**src/rtl/nonogram_pkg.sv**
```systemverilog
// rtl/nonogram_pkg.sv - board sizing, derived widths and streamer state encoding
package nonogram_pkg;

   localparam int SIZE      = 3;
   localparam int NUM_LINES = 2 * SIZE;
   localparam int MAX_OPTS  = 64;
   localparam int ADDR_W    = 10;
   localparam int LINE_W    = $clog2(NUM_LINES);
   localparam int CNT_W     = $clog2(MAX_OPTS + 1);
   localparam int QCNT_W    = $clog2(NUM_LINES + 1);

   typedef enum logic [3:0] {
      ST_IDLE,
      ST_LOAD,
      ST_POP,
      ST_SEND_IDX,
      ST_FETCH,
      ST_CAPTURE,
      ST_SEND_OPT,
      ST_WAIT_FB,
      ST_DONE
   } streamer_state_t;

endpackage

```
**src/rtl/line_queue.sv**
```systemverilog
// rtl/line_queue.sv - circular FIFO of line indices with wrapping rd/wr pointers
// Depth need not be a power of two; pointers wrap explicitly at DEPTH-1.
module line_queue #(
   parameter int DEPTH = 6,
   parameter int W     = 3
) (
   input  logic                       clk,
   input  logic                       rst,
   input  logic                       flush,
   input  logic                       push,
   input  logic [W-1:0]               push_data,
   input  logic                       pop,
   output logic [W-1:0]               pop_data,
   output logic                       empty,
   output logic [$clog2(DEPTH+1)-1:0] count
);

   localparam int PW = (DEPTH > 1) ? $clog2(DEPTH) : 1;
   localparam int CW = $clog2(DEPTH + 1);

   logic [W-1:0]  mem [DEPTH];
   logic [PW-1:0] rd_ptr;
   logic [PW-1:0] wr_ptr;

   function automatic logic [PW-1:0] wrap_inc(input logic [PW-1:0] p);
      return (p == PW'(DEPTH - 1)) ? '0 : p + PW'(1);
   endfunction

   always_ff @(posedge clk) begin
      if (push) begin
         mem[wr_ptr] <= push_data;
      end
   end

   always_ff @(posedge clk) begin
      if (rst || flush) begin
         rd_ptr <= '0;
         wr_ptr <= '0;
         count  <= '0;
      end else begin
         if (push) begin
            wr_ptr <= wrap_inc(wr_ptr);
         end
         if (pop) begin
            rd_ptr <= wrap_inc(rd_ptr);
         end
         count <= count + CW'(push) - CW'(pop);
      end
   end

   assign pop_data = mem[rd_ptr];
   assign empty    = (count == '0);

endmodule

```
**src/rtl/nonogram_option_streamer.sv**
```systemverilog
// rtl/nonogram_option_streamer.sv - pops unresolved lines and streams index + options to the solver
// Define STREAMER_STATS_EN to add saturating words_sent / lines_requeued counters.
module nonogram_option_streamer
   import nonogram_pkg::*;
(
   input  logic              clk,
   input  logic              rst,
   input  logic              cfg_we,
   input  logic [LINE_W-1:0] cfg_line,
   input  logic [ADDR_W-1:0] cfg_base,
   input  logic [CNT_W-1:0]  cfg_count,
   input  logic              start,
   input  logic              solver_ready,
   input  logic              fb_valid,
   input  logic              put_back_to_FIFO,
   input  logic              solved,
   output logic [ADDR_W-1:0] opt_addr,
   input  logic [SIZE-1:0]   opt_rdata,
   output logic [SIZE-1:0]   option,
   output logic              valid_op,
   output logic              started,
   output logic              busy,
   output logic              done,
   output logic              stuck
`ifdef STREAMER_STATS_EN
   ,
   output logic [15:0]       words_sent,
   output logic [15:0]       lines_requeued
`endif
);

   streamer_state_t state_q, state_d;

   logic [ADDR_W-1:0] cfg_base_q  [NUM_LINES];
   logic [CNT_W-1:0]  cfg_count_q [NUM_LINES];
   logic [LINE_W-1:0] scan_q;
   logic [LINE_W-1:0] line_q;
   logic [ADDR_W-1:0] base_q;
   logic [CNT_W-1:0]  count_q;
   logic [CNT_W-1:0]  k_q;
   logic [SIZE-1:0]   opt_q;
   logic              first_q;
   logic              stuck_q;
   logic              solved_seen_q;

   logic              any_lines;
   logic              idle_like;
   logic              launch;
   logic              stop;
   logic              xfer;
   logic              last_opt;
   logic              q_push;
   logic              q_pop;
   logic              q_empty;
   logic [LINE_W-1:0] q_push_data;
   logic [LINE_W-1:0] q_pop_data;
   logic [QCNT_W-1:0] q_count;

   always_comb begin
      any_lines = 1'b0;
      for (int i = 0; i < NUM_LINES; i++) begin
         if (cfg_count_q[i] != '0) any_lines = 1'b1;
      end
   end

   assign idle_like = (state_q == ST_IDLE) || (state_q == ST_DONE);
   assign launch    = idle_like && start;
   // solved may pulse while a word is pending; remember it until that word is taken
   assign stop      = solved || solved_seen_q;
   assign xfer      = valid_op && solver_ready;
   assign last_opt  = ((k_q + CNT_W'(1)) == count_q);

   assign q_push = (q_count != QCNT_W'(NUM_LINES)) &&
                   (((state_q == ST_LOAD) && (cfg_count_q[scan_q] != '0)) ||
                    ((state_q == ST_WAIT_FB) && fb_valid && put_back_to_FIFO && !stop));
   assign q_push_data = (state_q == ST_LOAD) ? scan_q : line_q;
   assign q_pop       = (state_q == ST_POP) && !stop && !q_empty;

   line_queue #(
      .DEPTH (NUM_LINES),
      .W     (LINE_W)
   ) u_queue (
      .clk       (clk),
      .rst       (rst),
      .flush     (launch),
      .push      (q_push),
      .push_data (q_push_data),
      .pop       (q_pop),
      .pop_data  (q_pop_data),
      .empty     (q_empty),
      .count     (q_count)
   );

   always_ff @(posedge clk) begin
      if (rst) begin
         state_q <= ST_IDLE;
         for (int i = 0; i < NUM_LINES; i++) begin
            cfg_base_q[i]  <= '0;
            cfg_count_q[i] <= '0;
         end
         scan_q        <= '0;
         line_q        <= '0;
         base_q        <= '0;
         count_q       <= '0;
         k_q           <= '0;
         opt_q         <= '0;
         first_q       <= 1'b0;
         stuck_q       <= 1'b0;
         solved_seen_q <= 1'b0;
      end else begin
         state_q <= state_d;
         if (cfg_we && idle_like && (cfg_line < LINE_W'(NUM_LINES))) begin
            cfg_base_q[cfg_line]  <= cfg_base;
            cfg_count_q[cfg_line] <= cfg_count;
         end
         if (launch) begin
            scan_q        <= '0;
            first_q       <= 1'b1;
            stuck_q       <= !any_lines;
            solved_seen_q <= 1'b0;
         end else if (!idle_like && solved) begin
            solved_seen_q <= 1'b1;
         end
         if (state_q == ST_LOAD) scan_q <= scan_q + LINE_W'(1);
         if (q_pop) begin
            line_q  <= q_pop_data;
            base_q  <= cfg_base_q[q_pop_data];
            count_q <= cfg_count_q[q_pop_data];
         end
         if ((state_q == ST_POP) && !stop && q_empty) stuck_q <= 1'b1;
         if ((state_q == ST_SEND_IDX) && xfer) begin
            first_q <= 1'b0;
            k_q     <= '0;
         end
         if ((state_q == ST_SEND_OPT) && xfer) k_q <= k_q + CNT_W'(1);
         if (state_q == ST_CAPTURE) opt_q <= opt_rdata;
      end
   end

   always_comb begin
      state_d = state_q;
      unique case (state_q)
         ST_IDLE, ST_DONE: if (start) state_d = any_lines ? ST_LOAD : ST_DONE;
         ST_LOAD: begin
            if (stop) state_d = ST_DONE;
            else if (scan_q == LINE_W'(NUM_LINES - 1)) state_d = ST_POP;
         end
         ST_POP:      state_d = (stop || q_empty) ? ST_DONE : ST_SEND_IDX;
         ST_SEND_IDX: if (xfer) state_d = stop ? ST_DONE : ST_FETCH;
         ST_FETCH:    state_d = stop ? ST_DONE : ST_CAPTURE;
         ST_CAPTURE:  state_d = stop ? ST_DONE : ST_SEND_OPT;
         // the next option address is presented while waiting, so FETCH is skipped
         ST_SEND_OPT: begin
            if (xfer) state_d = stop ? ST_DONE : (last_opt ? ST_WAIT_FB : ST_CAPTURE);
         end
         ST_WAIT_FB: begin
            if (stop) state_d = ST_DONE;
            else if (fb_valid) state_d = ST_POP;
         end
         default: state_d = ST_IDLE;
      endcase
   end

   always_comb begin
      valid_op = 1'b0;
      started  = 1'b0;
      option   = '0;
      opt_addr = '0;
      busy     = !idle_like;
      done     = (state_q == ST_DONE);
      stuck    = stuck_q && (state_q == ST_DONE);
      unique case (state_q)
         ST_SEND_IDX: begin
            valid_op = 1'b1;
            started  = first_q;
            option   = SIZE'(line_q);
         end
         ST_FETCH: opt_addr = base_q + ADDR_W'(k_q);
         ST_SEND_OPT: begin
            valid_op = 1'b1;
            option   = opt_q;
            opt_addr = base_q + ADDR_W'(k_q) + ADDR_W'(1);
         end
         default: ;
      endcase
   end

`ifdef STREAMER_STATS_EN
   always_ff @(posedge clk) begin
      if (rst || launch) begin
         words_sent     <= '0;
         lines_requeued <= '0;
      end else begin
         if (xfer && (words_sent != 16'hFFFF)) words_sent <= words_sent + 16'd1;
         if ((state_q == ST_WAIT_FB) && q_push && (lines_requeued != 16'hFFFF)) begin
            lines_requeued <= lines_requeued + 16'd1;
         end
      end
   end
`endif

endmodule

```
**config.mk**
```make
export PLATFORM = sky130hd
export DESIGN_NAME = nonogram_option_streamer
export DESIGN_NICKNAME = d
export VERILOG_FILES = /design/src/rtl/nonogram_pkg.sv /design/src/rtl/line_queue.sv /design/src/rtl/nonogram_option_streamer.sv
export SDC_FILE = /design/constraint.sdc
export NUM_CORES = 1
export LEC_CHECK = 0
export ABC_AREA = 0
export CORE_MARGIN = 4
export CORE_UTILIZATION = 50
export CTS_BUF_LIST = sky130_fd_sc_hd__clkbuf_8
export DETAILED_ROUTE_END_ITERATION = 10
export DONT_BUFFER_PORTS = 1
export GPL_TIMING_DRIVEN = 0
export PLACE_DENSITY_LB_ADDON = 0.12
export SLEW_MARGIN = 5
export SYNTH_ARGS = -nofsm -noshare
export SYNTH_HDL_FRONTEND = slang
export SYNTH_SLANG_ARGS = --single-unit
```
**constraint.sdc**
```tcl
create_clock -name clk -period 3.58 [get_ports clk]
set_clock_uncertainty 0.15 [all_clocks]
set_input_delay 0.537 -clock clk [delete_from_list [all_inputs] [get_ports clk]]
set_output_delay 0.537 -clock clk [all_outputs]
set_load 0.01 [all_outputs]
```
==> flow_metrics.env, run 1 <==
export IMPL_die_x_microns=148
export IMPL_synth_edff_count=154
export IMPL_post_synth_num_cell_types=74
export IMPL_criticalPathCategory="flip-flop to primary output"
export IMPL_htreeDepth=2
export IMPL_fp_row_count=51
export IMPL_synthesis_yosys_warnings=0
export IMPL_area_growth_pct=14.8
export IMPL_syn_area_sq_mm=0.00986
export IMPL_final_fill_count=1625
export IMPL_totalNegativeSetupSlack_ns=0
export IMPL_final_cell_mix="sky130_fd_sc_hd__nor2_1 (159), sky130_fd_sc_hd__edfxtp_1 (154), sky130_fd_sc_hd__mux2i_1 (56)"
export IMPL_worstSkewPairLatency_ns=0.53
export IMPL_power_density_mw_per_mm2=465
export IMPL_floorplan_die_area_sq_mm=0.0220
export IMPL_synth_top_family_by_area="simple AND/OR/NAND/NOR gates"
export IMPL_post_synth_inst_count=868
export IMPL_endpoint_kind="primary output"
export IMPL_finish_utilization=0.582
export IMPL_outcome="finished clean"
export IMPL_layout_cells_most_common="sky130_fd_sc_hd__nor2_1"
export IMPL_dr_pass1_iters=5
export IMPL_drv_slew=0
export IMPL_final_hold_worst_slack_ns=0.0438
export IMPL_postSynth_asyncResetShare=0
export IMPL_final_antenna_net_count=0
export IMPL_io_pins=49
export IMPL_xor_xnor_fraction_of_synth_area=0.0195
export IMPL_cts_clk_slew_worst_paths_ns=0.05
export IMPL_io_buffer_count=0
export IMPL_adder_cell_share_of_the_synthesized_area=0.0205
export IMPL_initial_utilization=0.507
export IMPL_fin_total_pwr_uw=5260
export IMPL_globalRouteOverflowTotal=0
export IMPL_coreArea_sq_mm=0.0195
export IMPL_multiInputGateArea_sq_mm=0.00415
export IMPL_grt_util_all_layers=0.210
export IMPL_place_detailed_hpwl_mm=17.0
export IMPL_detailed_router_s_first_iteration_violation_count=511
export IMPL_hold_violations=0
export IMPL_seqCellArea_sq_mm=0.00573
export IMPL_routed_wirelength_mm=23.3
export IMPL_wl_per_cell_microns=18.8
export IMPL_post_synth_and_or_nand_nor_area_fraction=0.161
export IMPL_cts_tree="yes"
export IMPL_max_cap_viol_count=0
export IMPL_fmax_ghz=0.282
export IMPL_setup_violations=0
export IMPL_layout_drive_gt1_share=0.127
export IMPL_place_gp_congestion=0.869
export IMPL_antennaDiodeCount=0
export IMPL_routed_via_density=5.62
export IMPL_vias=6977
export IMPL_grt_max_degree=18
export IMPL_synth_ff_type="sky130_fd_sc_hd__edfxtp_1"
export IMPL_clk_root_buffer_cell="sky130_fd_sc_hd__clkbuf_8"
export IMPL_critPathLaunchType="flip-flop"
export IMPL_clk_path_buf_depth=3
export IMPL_finalCriticalPeriod_ns=3.54
export IMPL_post_synth_cell_area_avg_sq_um=11.4
export IMPL_synth_compound_area_share=0.0907
export IMPL_drcViolationCount=0
export IMPL_crit_fanout=4
export IMPL_worstMarginPinSlew_ns=0.908
export IMPL_post_route_period_util=0.990
export IMPL_first_global_vias=6947
export IMPL_proportion_of_synthesized_chip_area_in_sequential_cells=0.580
export IMPL_pre_cts_ws_ns=-0.179
export IMPL_layout_setup_ws_ns=0.0360
export IMPL_grt_setup_unrepaired="true"
export IMPL_cts_buffers_inserted=37
export IMPL_relSlewSlack=0.395
export IMPL_grt_pass1_wl_mm=36.2
export IMPL_cts_num_sinks=209
export IMPL_worst_ep_required_time_ns=2.89
export IMPL_number_of_storage_elements_in_the_synthesis_netlist=209
export IMPL_number_of_nets_in_the_final_layout=994
export IMPL_timing_hold_worst_class="input port to flip-flop"
export IMPL_antenna_found_initial=0
export IMPL_cp_data_arrival_time_ns=2.86
export IMPL_power_static_leakage_uw=0.00439
export IMPL_peakVddDrop_uv=260
export IMPL_fp_dieH_microns=148
export IMPL_mux_cell_area_share_after_synthesis=0.0953
-- kinds of logic (layout without fill, tap and decap cells) --
group,Yosys count,after routing
AOI/OAI and AO/OA,126,126
xor gates and xnor gates,22,22
adders and majority gates,15,15
buffers and inverters,73,149
DFF,209,209
muxes,84,84
other,1,34
and+or+nand+nor,338,338
-- Yosys cell counts, drive strengths merged (12+ instances only) --
cell type	n	share of area
o21ai	13	0.0066
buf	15	0.0096
mux2i	56	0.057
clkbuf	30	0.011
ha	13	0.016
dfxtp	55	0.11
nand3	14	0.0071
mux2	23	0.027
nand2b	12	0.0076
inv	28	0.011
a211oi	18	0.014
xnor2	15	0.013
a211o	16	0.014
edfxtp	154	0.47
o22ai	16	0.010
nor3	19	0.010
a21oi	22	0.011
nand2	55	0.021
nor2	162	0.062
-- report_power, final --
group / switching (uW) / total [uW] / internal (uW) / leakage (uW)
logic: 261 / 386 / 125 / 0.00200
clock network: 970 / 2140 / 1170 / 0.000389
registers: 41.9 / 2740 / 2700 / 0.00200
-- state kept, by name, indices dropped and copies added (netlist names), named ones only --
signal / count
stuck_q: 1
line_q: 3
u_queue.mem: 18
u_queue.wr_ptr: 3
k_q: 7
cfg_count_q: 56
base_q: 10
u_queue.count: 3
first_q: 1
count_q: 7
solved_seen_q: 1
state_q: 4
cfg_base_q: 80
opt_q: 3
scan_q: 3
u_queue.rd_ptr: 3
-- metal layers --
metal / global-route usage / up-vias / part of all wire
met1: 0.280 / 3377 / 0.43
met2: 0.340 / 233 / 0.47
met3: 0.0494 / 49 / 0.074
li1: - / 3318 / -
met4: 0.0721 / 0 / 0.028
met5: 0 / - / 0
-- stage by stage --
step	cell area [sq um]	std cells
2_1_floorplan	9990	901
3_3_place_gp	10300	1166
3_5_place_dp	10300	1166
4_1_cts	11200	1239
5_1_grt	11300	1242
6_report	11300	1242
-- critical path, cell delays in order (launching register included) --
cell,delay [ns]
sky130_fd_sc_hd__dfxtp_4,0.36
sky130_fd_sc_hd__ha_4,0.18
sky130_fd_sc_hd__fa_2,0.41
sky130_fd_sc_hd__a21o_4,0.25
sky130_fd_sc_hd__a221oi_2,0.29
sky130_fd_sc_hd__xnor2_1,0.19
sky130_fd_sc_hd__nand2_1,0.12
sky130_fd_sc_hd__or4_4,0.44
sky130_fd_sc_hd__nand3_4,0.10
-- worst paths after layout --
check	start	to	slack (ns)	cells past startpoint
worst min-delay path	opt_rdata[1]	opt_q[1]$_SDFFE_PP0N_	0.04	2
worst min register to register	count_q[2]$_SDFFE_PP0P_	count_q[2]$_SDFFE_PP0P_	0.35	1
worst max register to register	cfg_count_q[0][3]$_SDFFCE_PN0P_	u_queue.count[2]$_SDFF_PP0_	0.14	11
worst max-delay path	k_q[0]$_SDFFE_PP0P_	opt_addr[9]	0.04	8
-- layout make-up --
class,count,area share
clock inverter,29,0.0165
inverter,28,0.00928
timing repair buffer,9,0.00641
tap,265,0.0293
clock buffer,39,0.0474
buffer,44,0.0181
sequential,209,0.506
multi-input combinational,619,0.367
-- repair_timing --
action,4_1_cts,5_1_grt
gates resized for setup,19,26
hold buffers,2,0
setup buffers,3,4
hold endpoints to repair,2,0
setup endpoints to repair,23,65
pin swaps,8,11
Power figures use the tool's default switching activity.
==> run 2, diff against run 1 <==
--- a/config.mk
+++ b/config.mk
@@ -13,6 +13,7 @@
 export DONT_BUFFER_PORTS = 1
 export GPL_TIMING_DRIVEN = 0
 export PLACE_DENSITY_LB_ADDON = 0.12
+export SKIP_LAST_GASP = 1
 export SLEW_MARGIN = 5
 export SYNTH_ARGS = -nofsm -noshare
 export SYNTH_HDL_FRONTEND = slang
==> flow_metrics.env, run 2 (same netlist as run 1, synthesis figures left out) <==
export IMPL_outcome="finished clean"
export IMPL_rrSetupSlack_ns=0.15
export IMPL_cts_clk_slew_worst_paths_ns=0.05
export IMPL_hold_violations=0
export IMPL_finish_utilization=0.580
export IMPL_fin_total_pwr_uw=5260
export IMPL_grt_setup_unrepaired="true"
export IMPL_antenna_found_initial=0
export IMPL_largest_register_ffs=80
export IMPL_final_cell_mix="sky130_fd_sc_hd__nor2_1 (160), sky130_fd_sc_hd__edfxtp_1 (154), sky130_fd_sc_hd__mux2i_1 (56)"
export IMPL_io_pins=49
export IMPL_fmax_ghz=0.283
export IMPL_totalNegativeSetupSlack_ns=0
export IMPL_globalRouteOverflowTotal=0
export IMPL_drcViolationCount=0
export IMPL_clock_power_share=0.406
export IMPL_initial_utilization=0.507
export IMPL_power_static_leakage_uw=0.00438
export IMPL_place_detailed_hpwl_mm=17.0
export IMPL_drv_slew=0
export IMPL_switching_share_of_power=0.242
export IMPL_coreArea_sq_mm=0.0195
export IMPL_dr_pass1_iters=5
export IMPL_routed_via_density=5.62
export IMPL_endpoint_kind="primary output"
export IMPL_final_antenna_net_count=0
export IMPL_cp_data_arrival_time_ns=2.85
export IMPL_worst_case_hold_path_end_point="opt_q[1]$_SDFFE_PP0N_"
export IMPL_worst_ep_required_time_ns=2.89
export IMPL_cells_on_worst_reg2reg_path=11
export IMPL_die_x_microns=148
export IMPL_worstReg2RegStart="cfg_count_q[0][3]$_SDFFCE_PN0P_"
export IMPL_antennaDiodeCount=0
export IMPL_area_growth_pct=14.3
export IMPL_setup_violations=0
export IMPL_cts_tree="yes"
export IMPL_first_global_vias=6947
export IMPL_post_route_period_util=0.987
export IMPL_io_buffer_count=0
export IMPL_r2r_end="u_queue.count[2]$_SDFF_PP0_"
export IMPL_seq_power_share=0.520
export IMPL_total_net_switching_power_uw=1270
export IMPL_vias=6971
export IMPL_floorplan_die_area_sq_mm=0.0220
export IMPL_finalCriticalPeriod_ns=3.53
export IMPL_peakVddDrop_uv=260
export IMPL_worstSkewPairLatency_ns=0.53
export IMPL_htreeDepth=2
export IMPL_wl_per_cell_microns=18.8
export IMPL_fp_dieH_microns=148
export IMPL_regMostFlops="cfg_base_q"
export IMPL_routed_wirelength_mm=23.3
export IMPL_timing_hold_worst_class="input port to flip-flop"
export IMPL_crit_fanout=5
export IMPL_timing_hold_worst_path_depth=2
export IMPL_criticalPathCategory="flip-flop to primary output"
export IMPL_p_int_uw=3990
export IMPL_layout_drive_gt1_share=0.120
export IMPL_relSlewSlack=0.407
export IMPL_number_of_nets_in_the_final_layout=993
export IMPL_grt_pass1_wl_mm=36.2
export IMPL_worstMarginPinSlew_ns=0.889
export IMPL_cts_num_sinks=209
export IMPL_place_gp_congestion=0.869
export IMPL_pre_cts_ws_ns=-0.179
export IMPL_layout_cells_most_common="sky130_fd_sc_hd__nor2_1"
export IMPL_start_point_of_the_worst_hold_path="opt_rdata[1]"
export IMPL_grt_util_all_layers=0.210
export IMPL_clk_path_buf_depth=3
export IMPL_cts_buffers_inserted=37
export IMPL_grt_max_degree=18
export IMPL_comb_power_share=0.074
export IMPL_layout_setup_ws_ns=0.0465
export IMPL_clk_root_buffer_cell="sky130_fd_sc_hd__clkbuf_8"
export IMPL_max_cap_viol_count=0
export IMPL_detailed_router_s_first_iteration_violation_count=510
export IMPL_largest_registers="cfg_base_q: 80 flops, cfg_count_q: 56 flops, u_queue.mem: 18 flops"
export IMPL_critPathLaunchType="flip-flop"
export IMPL_fp_row_count=51
export IMPL_power_density_mw_per_mm2=466
run 2: how the worst max path moves through the flow:
stage | start | cells past startpoint | to | slack (ns)
final | k_q[0]$_SDFFE_PP0P_ | 8 | opt_addr[9] | 0.05
after global routing | base_q[5]$_SDFFE_PP0P_ | 7 | opt_addr[7] | -0.1
after CTS | k_q[0]$_SDFFE_PP0P_ | 9 | opt_addr[8] | -0.06
after detailed placement | cfg_count_q[0][3]$_SDFFCE_PN0P_ | 11 | u_queue.count[2]$_SDFF_PP0_ | -0.18
after global placement | state_q[2]$_SDFFE_PP0P_ | 6 | cfg_base_q[2][3]$_SDFFCE_PN0P_ | -0.08
after floorplan | k_q[0]$_SDFFE_PP0P_ | 9 | opt_addr[8] | 0.39
run 2: worst max-delay path, stage by stage, from the launching register on:
cell,delay [ns]
sky130_fd_sc_hd__dfxtp_4,0.37
sky130_fd_sc_hd__ha_4,0.17
sky130_fd_sc_hd__fa_2,0.37
sky130_fd_sc_hd__a21o_4,0.26
sky130_fd_sc_hd__a221oi_2,0.27
sky130_fd_sc_hd__xnor2_1,0.19
sky130_fd_sc_hd__nand2_1,0.11
sky130_fd_sc_hd__or4_4,0.49
sky130_fd_sc_hd__nand3_2,0.11
run 2: through the flow:
step	cells	area (sq um)	hold slack, ns
after floorplan	901	9990	0.293
after global placement	1166	10300	0.319
after detailed placement	1166	10300	0.332
after CTS	1239	11200	0.0213
after global routing	1241	11300	0.0371
final	1241	11300	0.0447
run 2: cell type report:
class                           instances  area [sq um]
Multi-Input combinational cell        619          4120
Clock inverter                         29           186
Inverter                               28           105
Buffer                                 44           204
Timing Repair Buffer                    8          65.1
Clock buffer                           39           537
Fill cell                            1631          8180
Sequential cell                       209          5730
Tap cell                              265           332
run 2: power groups by stage:
stage	clock network [uW]	logic, uW	registers [uW]
5_1_grt	2300	423	2750
3_5_place_dp	0	375	2790
2_1_floorplan	0	274	2770
4_1_cts	2180	379	2740
6_report	2140	387	2740
3_3_place_gp	0	367	2780
run 2: metal layers:
metal	vias to the layer above	track usage	wire, microns
li1	3314	-	-
met1	3351	0.280	10100
met2	257	0.340	11000
met3	49	0.0494	1720
met4	0	0.0721	597
met5	-	0	0
run 2: repair_timing:
action | CTS | global route
endpoints found under the hold margin | 2 | 0
resized for setup | 19 | 18
pin swaps | 6 | 9
gates cloned | 0 | 0
buffers inserted | 3 | 3
hold buffers | 2 | 0
setup endpoints to repair | 23 | 65
==> run 3, diff against run 2 <==
--- a/config.mk
+++ b/config.mk
@@ -12,7 +12,9 @@
 export DETAILED_ROUTE_END_ITERATION = 10
 export DONT_BUFFER_PORTS = 1
 export GPL_TIMING_DRIVEN = 0
+export MAX_ROUTING_LAYER = met4
 export PLACE_DENSITY_LB_ADDON = 0.12
+export REMOVE_ABC_BUFFERS = 1
 export SKIP_LAST_GASP = 1
 export SLEW_MARGIN = 5
 export SYNTH_ARGS = -nofsm -noshare
==> flow_metrics.env, run 3 (same netlist as run 1, synthesis figures left out) <==
export IMPL_outcome="finished clean"
export IMPL_power_static_leakage_uw=0.00440
export IMPL_fmax_ghz=0.289
export IMPL_cts_tree="yes"
export IMPL_place_inst=1123
export IMPL_final_cell_mix="sky130_fd_sc_hd__nor2_1 (159), sky130_fd_sc_hd__edfxtp_1 (154), sky130_fd_sc_hd__mux2i_1 (56)"
export IMPL_htreeDepth=2
export IMPL_worst_path_largest_cell_delay_ns=0.53
export IMPL_largest_register_ffs=80
export IMPL_cts_num_sinks=209
export IMPL_vias=6832
export IMPL_finalCriticalPeriod_ns=3.46
export IMPL_post_route_period_util=0.966
export IMPL_worstMarginPinSlew_ns=1.19
export IMPL_antennaDiodeCount=0
export IMPL_crit_fanout=2
export IMPL_floorplan_die_area_sq_mm=0.0220
export IMPL_largest_registers="cfg_base_q: 80 flops, cfg_count_q: 56 flops, u_queue.mem: 18 flops"
export IMPL_worst_case_hold_path_end_point="opt_q[2]$_SDFFE_PP0N_"
export IMPL_die_x_microns=148
export IMPL_grt_pass1_wl_mm=36.6
export IMPL_endpoint_kind="primary output"
export IMPL_globalRouteOverflowTotal=0
export IMPL_initial_utilization=0.507
export IMPL_first_global_vias=7058
export IMPL_timing_hold_worst_path_depth=2
export IMPL_area_growth_pct=14.3
export IMPL_io_pins=49
export IMPL_grt_max_degree=39
export IMPL_fp_dieH_microns=148
export IMPL_detailed_router_s_first_iteration_violation_count=426
export IMPL_r2r_end="u_queue.count[2]$_SDFF_PP0_"
export IMPL_grt_util_all_layers=0.216
export IMPL_worst_ep_required_time_ns=2.89
export IMPL_layoutNonFillerInstCount=1203
export IMPL_layout_drive_gt1_share=0.124
export IMPL_criticalPathCategory="flip-flop to primary output"
export IMPL_totalNegativeSetupSlack_ns=0
export IMPL_relSlewSlack=0.206
export IMPL_timing_hold_worst_class="input port to flip-flop"
export IMPL_critical_path_top_delay_family="adder cells"
export IMPL_regMostFlops="cfg_base_q"
export IMPL_peakVddDrop_uv=267
export IMPL_routed_via_density=5.68
export IMPL_drcViolationCount=0
export IMPL_pre_cts_ws_ns=-1.69
export IMPL_coreArea_sq_mm=0.0195
export IMPL_io_buffer_count=0
export IMPL_clk_root_buffer_cell="sky130_fd_sc_hd__clkbuf_8"
export IMPL_number_of_nets_in_the_final_layout=955
export IMPL_multiInputGateArea_sq_mm=0.00419
export IMPL_rrSetupSlack_ns=0.14
export IMPL_place_detailed_hpwl_mm=15.0
export IMPL_seqCellArea_sq_mm=0.00573
export IMPL_layout_setup_ws_ns=0.122
export IMPL_worstReg2RegStart="cfg_count_q[5][3]$_DFFE_PP_"
export IMPL_power_density_mw_per_mm2=479
export IMPL_final_fill_count=1647
export IMPL_final_hold_worst_slack_ns=0.0571
export IMPL_cells_on_worst_reg2reg_path=11
export IMPL_routed_wirelength_mm=23.1
export IMPL_grt_setup_unrepaired="true"
export IMPL_wl_per_cell_microns=19.2
export IMPL_setup_violations=0
export IMPL_critical_path_n_buffers_inverters=0
export IMPL_fp_row_count=51
export IMPL_cp_data_arrival_time_ns=2.77
export IMPL_max_cap_viol_count=0
export IMPL_drv_slew=0
export IMPL_antenna_found_initial=0
export IMPL_layout_cells_most_common="sky130_fd_sc_hd__nor2_1"
export IMPL_critPathLaunchType="flip-flop"
export IMPL_hold_violations=0
export IMPL_dr_pass1_iters=5
export IMPL_critical_path_slowest_cell="sky130_fd_sc_hd__fa_2"
export IMPL_worstSkewPairLatency_ns=0.53
export IMPL_cts_buffers_inserted=37
export IMPL_final_antenna_net_count=0
export IMPL_place_gp_congestion=0.835
export IMPL_start_point_of_the_worst_hold_path="opt_rdata[2]"
export IMPL_cell_chain_of_the_critical_path="ha_4, fa_2, ha_1, nand2_1, or2_4, a2111oi_4, nand4_1, xnor2_1, nor2_2"
export IMPL_clk_path_buf_depth=3
export IMPL_cts_clk_slew_worst_paths_ns=0.06
-- run 3: worst max path at each step --
stage | endpoint | startpoint | depth (start not counted)
after detailed placement | cfg_base_q[2][1]$_SDFFCE_PN0P_ | state_q[1]$_SDFFE_PP0P_ | 5
final | opt_addr[8] | k_q[0]$_SDFFE_PP0P_ | 9
after global placement | cfg_count_q[2][0]$_SDFFCE_PN0P_ | state_q[1]$_SDFFE_PP0P_ | 5
after global routing | u_queue.count[2]$_SDFF_PP0_ | cfg_count_q[1][3]$_SDFFCE_PN0P_ | 11
after floorplan | cfg_base_q[2][0]$_SDFFCE_PN0P_ | state_q[1]$_SDFFE_PP0P_ | 5
after CTS | cfg_base_q[3][1]$_SDFFCE_PN0P_ | state_q[1]$_SDFFE_PP0P_ | 5
-- run 3: timing repair --
item,CTS,global route
hold buffers,5,0
endpoints found under the setup margin,89,85
endpoints found under the hold margin,24,0
setup buffers,7,0
resized for setup,26,27
gates cloned,0,0
pin swaps,14,7
-- run 3: where the power goes --
part | internal, uW | leakage [uW] | switching, uW
sequential | 2700 | 0.00200 | 53.4
combinational | 123 | 0.00195 | 237
clock | 1330 | 0.000444 | 968
total | 4150 | 0.00440 | 1260
-- run 3: through the flow --
stage / util / instance area (sq um) / power (uW)
after global placement: 0.520 / 10100 / 3120
after global routing: 0.579 / 11300 / 5620
after CTS: 0.573 / 11100 / 5450
after detailed placement: 0.522 / 10200 / 3140
after floorplan: - / 9780 / 3030
final: 0.579 / 11300 / 5410
-- run 3: routing by layer --
layer,wire [microns],global-route usage,vias to the layer above
met3,1340,0.0451,44
met1,10600,0.295,3343
li1,-,-,3246
met2,10600,0.330,199
met5,0,-,-
met4,504,0.0637,0
-- run 3: worst register-to-register path: cells and delay by family (launching register included) --
family          cells  cell delay (ns)
simple gates        4             1.10
fa+ha+maj           2             0.60
compound gates      2             0.43
flops               1             0.38
xor+xnor            2             0.34
mux                 1             0.33
-- run 3: layout make-up --
type                       instances  share of cell area
tap                              265              0.0294
timing repair buffer              14              0.0122
clock inverter                    28              0.0201
inverter                          28             0.00932
clock buffer                      40              0.0488
sequential                       209               0.508
multi-input combinational        619               0.372
==> RTL change (flow settings as in run 3) <==
Re-encode `streamer_state_t` (9 states) as one-hot, 9 bits wide.
--- a/src/rtl/nonogram_pkg.sv
+++ b/src/rtl/nonogram_pkg.sv
@@ -11,12 +11,12 @@
 
-   typedef enum logic [3:0] {
-      ST_IDLE,
-      ST_LOAD,
-      ST_POP,
-      ST_SEND_IDX,
-      ST_FETCH,
-      ST_CAPTURE,
-      ST_SEND_OPT,
-      ST_WAIT_FB,
-      ST_DONE
+   typedef enum logic [8:0] {
+      ST_IDLE     = 9'b000000001,
+      ST_LOAD     = 9'b000000010,
+      ST_POP      = 9'b000000100,
+      ST_SEND_IDX = 9'b000001000,
+      ST_FETCH    = 9'b000010000,
+      ST_CAPTURE  = 9'b000100000,
+      ST_SEND_OPT = 9'b001000000,
+      ST_WAIT_FB  = 9'b010000000,
+      ST_DONE     = 9'b100000000
    } streamer_state_t;
Behaviour: no difference found for any inputs over 4 cycles, from zero or initial values and one cycle with rst high; so few cycles prove little.
==> RTL change against run 3 <==
- the flow now finishes with violations (setup timing)
- design area up 3.0%
- maximum frequency decreased by 3.8%
- wire length is 6.2% higher
- first-iteration DRC count up 32%
- power increased by 3.0%
- setup slack got worse by 0.14 ns
- sequential cell count up 5
- synthesized area is 4.3% higher
- non-clock buffer count rose by 9
==> RTL change: results (changes against run 3) <==
[metrics] number of non-clock inverters: 35 (+25%)
[metrics] hold depth: 1 (-1)
[metrics] max frequency: 278.1 MHz (-3.8%)
[metrics] worst setup path endpoint: opt_addr[9]
[metrics] met1 WL: 11.60 mm (+9.0%)
[metrics] final-layout worst hold slack: 0.02365 ns (-0.03350 ns)
[metrics] result of the run: finished with violations
[metrics] Clock-cell share: 5.858% (-1.0 points)
[metrics] multi-input gate count: 691 (+12%)
[metrics] critical path's top delay family: compound AO/OA/AOI/OAI gates
[metrics] part of the total power dissipated in combinational logic: 11.1% (+4.4 points)
[metrics] total negative slack: -0.01543 ns (-0.01543 ns)
[metrics] sequential fraction of the synthesis area: 56.61% (-1.4 points)
[metrics] worst vdd ir: 299.1 uV (+12%)
[metrics] critical path's slowest cell: sky130_fd_sc_hd__fa_2
[metrics] reported leakage power: 4.354 nW (-1.0%)
[metrics] 1st-iter DRT viols: 563 (+32%)
[metrics] H-tree levels: 2 (unchanged)
[metrics] largest fanout of any net on the critical path: 5 (+3)
[metrics] global-route track usage on met3: 3.450% (-1.1 points)
[metrics] slowest cell delay on critical path: 0.42 ns (-0.11 ns)
[metrics] depth of the worst register-to-register path: 7 (-4)
[metrics] fraction of layout cells with a size suffix above 1: 14.61% (+2.2 points)
[metrics] first-pass GRT wire length: 38.76 mm (+6.0%)
[metrics] final setup fails: 1 (+1)
[metrics] wire length on met2: 11.14 mm (+5.3%)
[metrics] smallest setup slack after layout: -0.01543 ns (-0.1374 ns)
[metrics] total instance count after detailed placement: 1215 (+8.2%)
[metrics] total via count in the routed design: 7362 (+7.8%)
[metrics] worst reg-to-reg setup slack: 0.25 ns (+0.11 ns)
[metrics] distinct cell type count after synthesis: 79 (+6.8%)
[metrics] per-cell via count in the routed design: 5.676 (about the same)
[metrics] measured slew at the worst slew-check pin: 0.9859 ns (-0.2043 ns)
[metrics] Routed WL: 24.51 mm (+6.2%)
[metrics] largest net degree at the start of global routing: 39 (unchanged)
[metrics] register bit count reported by yosys: 214 (+2.4%)
[metrics] multi-input gate share of total cell area: 37.98% (+0.81 points)
[metrics] startpoint of the most critical register-to-register path: state_q[7]
[metrics] Psw: 1.471 mW (+17%)
[metrics] compound-gate portion of the synthesized area: 11.34% (+2.3 points)
[metrics] area of the mapped netlist: 10290 sq um (+4.3%)
[metrics] RePlAce Congestion: 0.8596 (+2.9%)
[metrics] worst setup slack before clock tree synthesis: -0.03113 ns (+1.658 ns)
[metrics] most instantiated cells after synthesis: 154 x sky130_fd_sc_hd__edfxtp_1, 138 x sky130_fd_sc_hd__nand2_1, 126 x sky130_fd_sc_hd__nor2_1, 60 x sky130_fd_sc_hd__dfxtp_1
[metrics] R2R Path End: cfg_base_q[1][7]
[metrics] total design power: 5.569 mW (+3.0%)
[metrics] hold wc startpoint: rst
[metrics] violated checks: setup timing
[metrics] number of global-route vias before repair: 7122 (+0.91%)
[metrics] final HPWL from detailed placement: 16.92 mm (+13%)
[metrics] Nets: 1049 (+9.8%)
[metrics] number of CTS-inserted buffers: 38 (+2.7%)
[metrics] area of combinational cells with multiple inputs: 4413 sq um (+5.3%)
## RTL change: changes by cell type after synthesis, sizes merged, moves of 11 or more
| cell | before | now |
|---|---|---|
| a211o | 16 | 1 |
| a211oi | 18 | 7 |
| a21oi | 22 | 34 |
| a31o | 0 | 18 |
| mux2 | 23 | 8 |
| mux2i | 56 | 27 |
| nand2 | 55 | 139 |
| nand3 | 14 | 27 |
| nor2 | 162 | 127 |
| nor4 | 10 | 21 |
| o21ai | 13 | 35 |
| o221ai | 1 | 12 |
| o22ai | 16 | 4 |
## RTL change: timing repair
| item | CTS | global route |
|---|---|---|
| gates resized for setup | 12 | 23 |
| setup endpoints to repair | 5 | 96 |
| buffers inserted | 2 | 13 |
| hold buffers | 3 | 0 |
| pin swaps | 5 | 13 |
| hold endpoints to repair | 25 | 0 |
